<file path="src/rtl/addr_seq_pkg.sv">
// Shared 6502 definitions: opcode classes, address sources, sequencer states.
// The OP_* class codes are what the opcode decoder delivers on op_type.
package addr_seq_pkg;

  localparam int OP_W = 5;

  typedef enum logic [OP_W-1:0] {
    OP_IMP = 5'd0,
    OP_IMM = 5'd1,
    OP_ZPG = 5'd2,
    OP_ZXY = 5'd3,
    OP_ABS = 5'd4,
    OP_AXY = 5'd5,
    OP_XIN = 5'd6,
    OP_INY = 5'd7,
    OP_PUS = 5'd8,
    OP_POP = 5'd9,
    OP_JUM = 5'd10,
    OP_JIN = 5'd11,
    OP_BRA = 5'd12,
    OP_JSR = 5'd13,
    OP_RTS = 5'd14,
    OP_RTI = 5'd15,
    OP_BRK = 5'd16,
    OP_JAM = 5'd17
  } op_t;

  typedef enum logic [2:0] {
    ADR_PC  = 3'd0,
    ADR_ZP  = 3'd1,
    ADR_ABS = 3'd2,
    ADR_IDX = 3'd3,
    ADR_STK = 3'd4,
    ADR_VEC = 3'd5,
    ADR_PTR = 3'd6
  } adr_t;

  typedef enum logic [1:0] {
    ST_FETCH = 2'd0,
    ST_EXEC  = 2'd1,
    ST_HALT  = 2'd2
  } state_t;

  typedef enum logic [1:0] {
    ACC_READ  = 2'd0,
    ACC_STORE = 2'd1,
    ACC_RMW   = 2'd2
  } acc_t;

  // Neither strobe set is handled like a read: the operand is still fetched.
  function automatic acc_t acc_kind(input logic rd, input logic wr);
    if (rd && wr) return ACC_RMW;
    if (wr) return ACC_STORE;
    return ACC_READ;
  endfunction

endpackage

</file>
<file path="src/rtl/addr_seq_len.sv">
// seq_len: instruction length lookup (class, access kind, page penalty -> cycles).
// Any class code outside the known set is reported as a JAM.
module seq_len
  import addr_seq_pkg::*;
(
  input  logic [OP_W-1:0] op,
  input  logic            rd,
  input  logic            wr,
  input  logic            p,
  output logic [2:0]      len,
  output logic            jam
);

  acc_t acc;

  always_comb begin
    acc = acc_kind(rd, wr);
    len = 3'd2;
    jam = 1'b0;
    case (op)
      OP_IMP, OP_IMM: len = 3'd2;
      OP_ZPG:         len = (acc == ACC_RMW) ? 3'd5 : 3'd3;
      OP_ZXY, OP_ABS: len = (acc == ACC_RMW) ? 3'd6 : 3'd4;
      OP_AXY: begin
        case (acc)
          ACC_RMW:   len = 3'd7;
          ACC_STORE: len = 3'd5;
          default:   len = 3'd4 + {2'b00, p};
        endcase
      end
      // Indexed-indirect RMW would need 8 cycles; it is folded into 6 with a single late write.
      OP_XIN:         len = 3'd6;
      OP_INY:         len = (acc == ACC_READ) ? (3'd5 + {2'b00, p}) : 3'd6;
      OP_PUS:         len = 3'd3;
      OP_POP:         len = 3'd4;
      OP_JUM:         len = 3'd3;
      OP_JIN:         len = 3'd5;
      OP_BRA:         len = 3'd3 + {2'b00, p};
      OP_JSR, OP_RTS, OP_RTI: len = 3'd6;
      OP_BRK:         len = 3'd7;
      default: begin
        len = 3'd7;
        jam = 1'b1;
      end
    endcase
  end

endmodule

</file>
<file path="src/rtl/addr_seq.sv">
// addr_seq: 6502-style T-state sequencer driving address source, R/W and PC increment.
// Build option SEQ_PAGE_PENALTY_EN: page-cross penalty follows page_cross instead of worst case.
module addr_seq
  import addr_seq_pkg::*;
(
  input  logic            clk,
  input  logic            rst_n,
  input  logic            rdy,
  input  logic [OP_W-1:0] op_type,
  input  logic            mem_rd,
  input  logic            mem_wr,
  input  logic            page_cross,
  output logic            sync,
  output logic [2:0]      tstate,
  output logic [2:0]      addr_sel,
  output logic            rw,
  output logic            pc_inc,
  output logic            last,
  output logic            jammed
);

  state_t          state, state_next;
  logic [2:0]      t, t_next;
  logic [OP_W-1:0] op_q;
  logic            rd_q, wr_q, p_q;

  logic [OP_W-1:0] cur_op;
  logic            cur_rd, cur_wr;
  logic            t1, advance;
  logic            p_now, add_cyc, p_eff;
  logic [2:0]      len;
  logic            jam;
  acc_t            acc;
  adr_t            sel;
  logic            wr_cyc, inc;

  // In T1 the decoder outputs are live; afterwards the latched copies take over.
  assign t1     = (state == ST_EXEC) && (t == 3'd1);
  assign cur_op = t1 ? op_type : op_q;
  assign cur_rd = t1 ? mem_rd  : rd_q;
  assign cur_wr = t1 ? mem_wr  : wr_q;

`ifdef SEQ_PAGE_PENALTY_EN
  assign p_now = page_cross;
`else
  assign p_now = page_cross | 1'b1;
`endif

  // The cycle where the adder carry decides whether a fix-up cycle follows.
  assign add_cyc = (state == ST_EXEC) &&
                   (((cur_op == OP_AXY) && (t == 3'd3)) ||
                    ((cur_op == OP_INY) && (t == 3'd4)) ||
                    ((cur_op == OP_BRA) && (t == 3'd2)));
  assign p_eff   = add_cyc ? p_now : p_q;

  seq_len u_len (
    .op  (cur_op),
    .rd  (cur_rd),
    .wr  (cur_wr),
    .p   (p_eff),
    .len (len),
    .jam (jam)
  );

  // Per-cycle bus activity of each instruction class while in EXEC.
  always_comb begin
    acc    = acc_kind(cur_rd, cur_wr);
    sel    = ADR_PC;
    wr_cyc = 1'b0;
    inc    = 1'b0;
    case (cur_op)
      OP_IMM: inc = 1'b1;
      OP_ZPG: begin
        inc = (t == 3'd1);
        if (t >= 3'd2) sel = ADR_ZP;
        wr_cyc = ((acc == ACC_STORE) && (t == 3'd2)) || ((acc == ACC_RMW) && (t >= 3'd3));
      end
      OP_ZXY: begin
        inc = (t == 3'd1);
        if (t == 3'd2) sel = ADR_ZP;
        else if (t >= 3'd3) sel = ADR_IDX;
        wr_cyc = ((acc == ACC_STORE) && (t == 3'd3)) || ((acc == ACC_RMW) && (t >= 3'd4));
      end
      OP_ABS: begin
        inc = (t <= 3'd2);
        if (t >= 3'd3) sel = ADR_ABS;
        wr_cyc = ((acc == ACC_STORE) && (t == 3'd3)) || ((acc == ACC_RMW) && (t >= 3'd4));
      end
      OP_AXY: begin
        inc = (t <= 3'd2);
        if (t >= 3'd3) sel = ADR_IDX;
        wr_cyc = ((acc == ACC_STORE) && (t == 3'd4)) || ((acc == ACC_RMW) && (t >= 3'd5));
      end
      OP_XIN: begin
        inc = (t == 3'd1);
        if (t == 3'd2) sel = ADR_ZP;
        else if ((t == 3'd3) || (t == 3'd4)) sel = ADR_PTR;
        else if (t == 3'd5) sel = ADR_ABS;
        wr_cyc = (acc != ACC_READ) && (t == 3'd5);
      end
      OP_INY: begin
        inc = (t == 3'd1);
        if ((t == 3'd2) || (t == 3'd3)) sel = ADR_PTR;
        else if (t >= 3'd4) sel = ADR_IDX;
        wr_cyc = (acc != ACC_READ) && (t == 3'd5);
      end
      OP_PUS: begin
        if (t == 3'd2) begin
          sel    = ADR_STK;
          wr_cyc = 1'b1;
        end
      end
      OP_POP: if (t >= 3'd2) sel = ADR_STK;
      OP_JUM: inc = 1'b1;
      OP_JIN: begin
        inc = (t <= 3'd2);
        if (t >= 3'd3) sel = ADR_PTR;
      end
      OP_BRA: inc = (t == 3'd1);
      OP_JSR: begin
        inc = (t == 3'd1) || (t == 3'd5);
        if ((t >= 3'd2) && (t <= 3'd4)) sel = ADR_STK;
        wr_cyc = (t == 3'd3) || (t == 3'd4);
      end
      OP_RTS: begin
        inc = (t == 3'd5);
        if ((t >= 3'd2) && (t <= 3'd4)) sel = ADR_STK;
      end
      OP_RTI: if (t >= 3'd2) sel = ADR_STK;
      OP_BRK: begin
        inc = (t == 3'd1);
        if ((t >= 3'd2) && (t <= 3'd4)) begin
          sel    = ADR_STK;
          wr_cyc = 1'b1;
        end else if (t >= 3'd5) begin
          sel = ADR_VEC;
        end
      end
      default: ;
    endcase
  end

  // Reset forces FETCH, so the reset values fall out of the FETCH branch with pc_inc gated.
  always_comb begin
    sync     = 1'b0;
    rw       = 1'b1;
    addr_sel = ADR_PC;
    pc_inc   = 1'b0;
    last     = 1'b0;
    jammed   = 1'b0;
    case (state)
      ST_FETCH: begin
        sync   = 1'b1;
        pc_inc = rst_n;
      end
      ST_EXEC: begin
        addr_sel = sel;
        rw       = ~wr_cyc;
        pc_inc   = inc;
        last     = ~jam && (t == (len - 3'd1));
      end
      ST_HALT: jammed = 1'b1;
      default: ;
    endcase
  end

  assign tstate  = t;
  assign advance = rdy || ~rw;

  always_comb begin
    state_next = state;
    t_next     = t;
    if (advance) begin
      case (state)
        ST_FETCH: begin
          state_next = ST_EXEC;
          t_next     = 3'd1;
        end
        ST_EXEC: begin
          if (t1 && jam) begin
            state_next = ST_HALT;
            t_next     = 3'd0;
          end else if (last) begin
            state_next = ST_FETCH;
            t_next     = 3'd0;
          end else begin
            t_next = t + 3'd1;
          end
        end
        default: ;
      endcase
    end
  end

  always_ff @(posedge clk or negedge rst_n) begin
    if (!rst_n) begin
      state <= ST_FETCH;
      t     <= 3'd0;
      op_q  <= '0;
      rd_q  <= 1'b0;
      wr_q  <= 1'b0;
      p_q   <= 1'b0;
    end else begin
      state <= state_next;
      t     <= t_next;
      if (advance) begin
        if (state == ST_FETCH) p_q <= 1'b0;
        if (add_cyc) p_q <= p_now;
        if (t1) begin
          op_q <= op_type;
          rd_q <= mem_rd;
          wr_q <= mem_wr;
        end
      end
    end
  end

endmodule
</file>
<file path="config.mk">
export PLATFORM = sky130hd
export DESIGN_NAME = addr_seq
export DESIGN_NICKNAME = d
export VERILOG_FILES = /design/src/rtl/addr_seq_pkg.sv /design/src/rtl/addr_seq_len.sv /design/src/rtl/addr_seq.sv
export SDC_FILE = /design/constraint.sdc
export NUM_CORES = 1
export LEC_CHECK = 0
export ABC_AREA = 1
export CAP_MARGIN = 25
export CORE_ASPECT_RATIO = 0.75
export CORE_MARGIN = 2
export CORE_UTILIZATION = 25
export DETAILED_ROUTE_END_ITERATION = 16
export GPL_TIMING_DRIVEN = 0
export PLACE_DENSITY_LB_ADDON = 0.1
export SLEW_MARGIN = 10
export SYNTH_ARGS = -nofsm -noshare
export SYNTH_HDL_FRONTEND = slang
export SYNTH_SLANG_ARGS = --single-unit
export TNS_END_PERCENT = 100
</file>
<file path="constraint.sdc">
create_clock -name clk -period 4.2 [get_ports clk]
set_input_delay 0.63 -clock clk [delete_from_list [all_inputs] [get_ports clk]]
set_output_delay 0.63 -clock clk [all_outputs]
set_load 0.005 [all_outputs]
</file>
==> flow_metrics.py, run 1 <==
metrics = {
    "run_status": {
        "status": "complete, no violations",
    },
    "sta": {
        "fin_crit_ps": 4060,
        "fin_ws_ps": 138,
        "hold_viol_final": 0,
        "slew_headroom_pct": 55.9,
        "fin_worst_skew_ps": 1.35,
        "setup_viol_count_final": 0,
        "tightest_slew_ps": 659,
        "tns_ps": 0,
        "clock.fmax_mhz": 246,
        "holdWs_ps": 498,
        "finalMaxSlewViolations": 0,
        "post-route-period-util_pct": 96.7,
        "rsz0062_at_grt": "true",
    },
    "place": {
        "gp_congestion": 0.868,
        "placement.io_buffers": 20,
        "dp_cells": 359,
        "post-place-ws_ps": -521,
        "dp_hpwl_um": 3990,
        "placedInstanceArea_um2": 1880,
    },
    "yosys": {
        "ys_types": 36,
        "synth_seq_cells": 13,
        "synthCells": 258,
        "synth_nets": 274,
        "synth.avg_cell_area_um2": 6.12,
        "ys.flop_type": "dfrtp_1",
        "yosysWarnings": 0,
        "synth_top_area_share_pct": 20.6,
        "synthArstFlopShare_pct": 100,
        "ys_seq_area_share_pct": 20.6,
        "synth_edf_count": 0,
        "synth_area_um2": 1580,
        "yosys.area.top_type": "dfrtp_1",
        "yosys-top-cells-area": "dfrtp_1 21%, nand2_1 19%, inv_1 8.3%",
    },
    "cells_and_area": {
        "postLayoutCoreUtil_pct": 37.0,
        "final_layout_size_suffix_gt1_share_pct": 28.7,
        "instances_no_fill": 381,
        "antenna_cells": 0,
        "nets": 317,
        "final_common_cell": "nand2_1",
        "syn_to_final_growth_pct": 45.2,
        "layout_common_cells": "68 x nand2_1, 32 x inv_1, 19 x clkdlybuf4s50_1",
        "design_area_um2": 2290,
    },
    "flow_run": {
        "drv_cap": 0,
    },
    "worst_setup_path": {
        "crit_family": "simple AND/OR/NAND/NOR gates",
        "r2r-end": "state[0]",
        "max_stage_delay_ps": 410,
        "crit_chain": "inv_2, ha_4, inv_2, nor2_4, nand2_4, buf_12, o21ai_4, nor2_4, nand2_2, nand3_4, a2111oi_4, nand2_1, a21oi_2, ha_1, xnor2_1, nor2_1, nand2_1, nor2_1, nand2_1, nor2_2, buf_2",
        "cp_common_cell": "nand2_1",
        "cp.buffers_inverters": 4,
        "worstPathRequired_ps": 3570,
        "critPathMaxFanout": 6,
        "critPathCaptureType": "output pin",
        "r2r_setup_slack_ps": 800,
        "worst_setup_path_start_kind": "flip-flop",
        "critPathKind": "reg2out",
        "regToRegStartpoint": "tstate[1]",
        "worst_r2r_path_depth": 24,
        "crit_path_top_delay_cell": "dfrtp_2",
        "cp.arrival_ps": 3430,
    },
    "clock_network": {
        "cts_max_level": 1,
        "cts_buffers": 3,
        "ctsHoldBuffers": 0,
        "cts_sinks": 13,
        "cts_tree": "yes",
        "clock_path_buffers": 2,
        "insertion_delay_ps": 250,
        "clkTransAtPathRegs_ps": 60,
        "clock-root-buffer": "clkbuf_8",
    },
    "drt": {
        "first_pass_iters": 4,
        "ant_nets": 0,
        "drt_iter0_drc": 145,
        "avgRoutedWirePerCell_um": 14.4,
        "drc": 0,
        "viasPerCell": 4.87,
        "wl_um": 5480,
        "vias": 1855,
    },
    "floorplan": {
        "io_pins": 22,
        "initial_core_util_pct": 25.5,
        "die_y_um": 72.8,
        "die_w_um": 95.8,
        "die_area_um2": 6970,
        "rows": 25,
        "core_um2": 6190,
    },
    "global_routing": {
        "antenna_found_initial": 0,
        "grt_usage_pct": 16.3,
        "grt_pass1_wl_um": 8840,
        "grt_overflow": 0,
        "grt_max_degree": 15,
        "grt_pass1_vias": 1763,
    },
    "min_path": {
        "hp-class": "reg2reg",
        "min_to": "p_q",
        "holdCritStartpoint": "p_q",
        "min_path_cells": 2,
    },
    "power": {
        "power_mw": 0.554,
        "peakVddDrop_v": 0.000106,
        "p_leak_nw": 1.17,
        "p_per_area_nw_per_um2": 242,
    },
}
## synth_stat cells, drive strengths merged (2+ instances only)
| cell type | number |
|---|---|
| a21oi | 6 |
| a41oi | 2 |
| buf | 2 |
| clkinv | 2 |
| dfrtp | 13 |
| ha | 5 |
| inv | 39 |
| nand2 | 90 |
| nand3 | 20 |
| nand3b | 2 |
| nand4 | 6 |
| nor2 | 28 |
| nor3 | 3 |
| o21ai | 24 |
| o22ai | 4 |
| or2 | 2 |
| xnor2 | 2 |
## worst max path at each step
stage               startpoint    to  slack (ps)  depth (start not counted)
finish               tstate[1]  last         140                         21
global route         tstate[1]  last        -100                         22
CTS                  tstate[1]  last           2                         21
detailed placement   tstate[1]  last        -520                         20
global placement     tstate[1]  last        -590                         22
floorplan            tstate[1]  last         620                         20
## cell families after synthesis
kind of cell	Yosys count	synth area share, %
and+or+nand+nor	152	45.5
AOI/OAI and AO/OA	43	18.1
buffers and inverters	43	10.8
DFF	13	20.6
adders and majority gates	5	3.96
xor gates and xnor gates	2	1.11
## registers in the layout, indices dropped and copies added (netlist names)
signal,count
p_q,1
tstate,3
rd_q,1
wr_q,1
op_q,5
state,2
## final cells by class
class / instances / area, um^2
Fill cell: 675 / 3900
Multi-Input combinational cell: 203 / 1290
Timing Repair Buffer: 37 / 344
Sequential cell: 13 / 328
Inverter: 41 / 154
Tap cell: 81 / 101
Clock buffer: 3 / 41.3
Buffer: 2 / 25.0
Clock inverter: 1 / 5.00
## worst register-to-register path, cell delays in order, from the launching register on
cell and delay [ps]:
dfrtp_2 410, inv_2 80, ha_4 130, inv_2 40
nor2_4 180, nand2_4 140, buf_12 170, o21ai_4 200
nor2_4 90, nand2_2 120, nand3_4 110, a2111oi_4 290
nand2_1 110, a21oi_2 110, ha_1 240, xnor2_1 130
nor2_1 100, nand2_1 70, nor2_1 120, nand2_1 90
buf_4 140, nand2_2 70, nand2_1 60, nand2_1 60
nand2_1 50
## metal layers
layer / GRT usage, % / routed length (um)
met1: 24.1 / 2800
met2: 25.5 / 2490
met3: 2.58 / 170
met4: 2.06 / 19
met5: 0 / 0
## report_power, final
| part | internal (mW) | switching [mW] |
|---|---|---|
| registers | 0.134 | 0.00412 |
| clock network | 0.0656 | 0.0509 |
| logic | 0.118 | 0.181 |
| total | 0.317 | 0.236 |
## timing repair
action	in CTS	in global routing
gates resized for setup	29	27
setup buffers	6	10
setup endpoints to repair	1	1
pin swaps	8	20
cloned	1	1
(Power assumes the default switching activity.)
==> run 2: changes to the inputs <==
--- a/config.mk
+++ b/config.mk
@@ -10,6 +10,7 @@
 export CORE_ASPECT_RATIO = 0.75
 export CORE_MARGIN = 2
 export CORE_UTILIZATION = 25
+export CTS_CLUSTER_DIAMETER = 120
 export DETAILED_ROUTE_END_ITERATION = 16
 export GPL_TIMING_DRIVEN = 0
 export PLACE_DENSITY_LB_ADDON = 0.1
==> results of run 2 <==
Final layout, timing and power as in run 1 (identical DEF).
==> run 3: changes to the inputs <==
--- a/config.mk
+++ b/config.mk
@@ -8,7 +8,7 @@
 export ABC_AREA = 1
 export CAP_MARGIN = 25
 export CORE_ASPECT_RATIO = 0.75
-export CORE_MARGIN = 2
+export CORE_MARGIN = 5
 export CORE_UTILIZATION = 25
 export CTS_CLUSTER_DIAMETER = 120
 export DETAILED_ROUTE_END_ITERATION = 16
==> run 3 against run 2 <==
Total power up 0.31%. Flip-flop and latch count unchanged. Non-clock buffer count unchanged. Critical path depth up 4. Global-route usage down 2.7 points. Via count down 0.59%. Clock skew up 1.2 ps. Count of clock-buffer cells in the layout up 1. Register-to-register slack better by 60 ps. Cell area up 0.71%. Critical path type unchanged. Critical endpoint unchanged. Highest routed layer unchanged.
==> flow_metrics.py, run 3 (same netlist as run 1, synthesis figures left out) <==
metrics = {
    "run_status": {
        "status": "complete, no violations",
    },
    "floorplan": {
        "core_um2": 6220,
        "io_pins": 22,
        "initial_core_util_pct": 25.4,
        "die_y_um": 78.8,
        "die_w_um": 102,
        "die_area_um2": 8020,
        "rows": 25,
    },
    "cells_and_area": {
        "design_area_um2": 2310,
        "antenna_cells": 0,
        "layout_common_cells": "69 x nand2_1, 32 x inv_1, 19 x clkdlybuf4s50_1, 15 x buf_4, 14 x nor2_1",
        "syn_to_final_growth_pct": 46.3,
        "largest_register_ffs": 5,
        "final.fill_count": 666,
        "final_layout_size_suffix_gt1_share_pct": 28.7,
        "final_common_cell": "nand2_1",
        "instances_no_fill": 381,
        "nets": 317,
        "regMostFlops": "op_q",
        "postLayoutCoreUtil_pct": 37.1,
    },
    "clock_network": {
        "cts_buffers": 3,
        "cts_sinks": 13,
        "clock-root-buffer": "clkbuf_8",
        "insertion_delay_ps": 240,
        "clock_path_buffers": 2,
        "ctsHoldBuffers": 0,
        "clkTransAtPathRegs_ps": 60,
        "cts_max_level": 1,
        "cts_tree": "yes",
    },
    "min_path": {
        "min_to": "rd_q",
        "hp-class": "reg2reg",
        "min_path_cells": 2,
        "holdCritStartpoint": "rd_q",
    },
    "power": {
        "pwr-share-seq_pct": 24.9,
        "power.internal_mw": 0.320,
        "p_switching_mw": 0.235,
        "p_leak_nw": 1.19,
        "peakVddDrop_v": 0.0000909,
        "p_per_area_nw_per_um2": 241,
        "p_comb_share_pct": 54.1,
        "clkPwrFrac_pct": 21.0,
        "power_mw": 0.556,
        "switching_share_pct": 42.4,
    },
    "drt": {
        "viasPerCell": 4.84,
        "first_pass_iters": 5,
        "ant_nets": 0,
        "drc": 0,
        "drt_iter0_drc": 98,
        "wl_um": 5300,
        "avgRoutedWirePerCell_um": 13.9,
        "vias": 1844,
    },
    "place": {
        "placement.io_buffers": 20,
        "gp_congestion": 0.857,
        "dp_hpwl_um": 3950,
        "dp_cells": 359,
        "post-place-ws_ps": -553,
        "placedInstanceArea_um2": 1880,
    },
    "sta": {
        "hold_viol_final": 0,
        "tns_ps": 0,
        "fin_worst_skew_ps": 2.58,
        "clock.fmax_mhz": 253,
        "fin_ws_ps": 244,
        "fin_crit_ps": 3960,
        "tightest_slew_ps": 654,
        "rsz0062_at_grt": "true",
        "post-route-period-util_pct": 94.2,
        "slew_headroom_pct": 56.3,
        "holdWs_ps": 492,
        "finalMaxSlewViolations": 0,
        "setup_viol_count_final": 0,
    },
    "global_routing": {
        "busiest_layer": "met2",
        "grt_pass1_vias": 1827,
        "grt_pass1_wl_um": 8760,
        "grt_usage_pct": 13.5,
        "antenna_found_initial": 0,
        "use_met2_pct": 21.0,
        "grt_overflow": 0,
        "met1_usage_pct": 19.4,
        "grt_max_degree": 15,
        "grt_util_met3_pct": 3.07,
    },
    "worst_setup_path": {
        "critPathMaxFanout": 6,
        "crit_path_top_delay_cell": "dfrtp_2",
        "worstPathRequired_ps": 3570,
        "r2r_setup_slack_ps": 860,
        "cp.arrival_ps": 3330,
        "regToRegStartpoint": "tstate[1]",
        "cp.buffers_inverters": 7,
        "critPathCaptureType": "output pin",
        "max_stage_delay_ps": 410,
        "cp_common_cell": "nand3_2",
        "crit_family": "simple AND/OR/NAND/NOR gates",
        "worst_setup_path_start_kind": "flip-flop",
        "worst_r2r_path_depth": 28,
        "critPathKind": "reg2out",
        "r2r-end": "state[0]",
    },
    "flow_run": {
        "drv_cap": 0,
    },
}
run 3: metal layers:
metal | vias up | routed length (um)
met5 | - | 0
met4 | 0 | 60
met3 | 6 | 291
met2 | 62 | 2340
met1 | 844 | 2600
li1 | 932 | -
run 3: tightest hold or removal path, stage by stage (launching register included):
cell	delay (ps)
dfrtp_1	340
nand2_1	50
o21ai_0	70
run 3: area by class of cell:
| type | instances | area, um^2 | share of cell area, % |
|---|---|---|---|
| plain buffers | 2 | 25.0 | 1.08 |
| clock buffers | 4 | 45.0 | 1.95 |
| inverters | 41 | 156 | 6.77 |
| multi-input cells | 203 | 1310 | 56.7 |
| flip-flops and latches | 13 | 328 | 14.2 |
| well taps | 81 | 101 | 4.39 |
| repair buffers | 37 | 344 | 14.9 |
run 3: what timing repair did:
| item | 4_1_cts | 5_1_grt |
|---|---|---|
| endpoints found under the setup margin | 1 | 1 |
| cloned | 1 | 1 |
| gates resized for setup | 32 | 28 |
| pin swaps | 11 | 24 |
| buffers inserted | 8 | 8 |
run 3: power groups by stage:
stage / clock (mW) / combinational [mW] / sequential [mW]
after detailed placement: 0 / 0.218 / 0.141
after floorplan: 0 / 0.170 / 0.140
after CTS: 0.120 / 0.259 / 0.138
final: 0.117 / 0.300 / 0.139
after global placement: 0 / 0.222 / 0.141
after global routing: 0.127 / 0.339 / 0.140
run 3: worst max path at each step:
stage | endpoint | depth (start not counted) | start
after floorplan | last | 20 | tstate[1]
after global placement | last | 22 | tstate[1]
after detailed placement | last | 20 | tstate[1]
after CTS | last | 21 | tstate[1]
after global routing | last | 21 | tstate[1]
final | last | 25 | tstate[1]
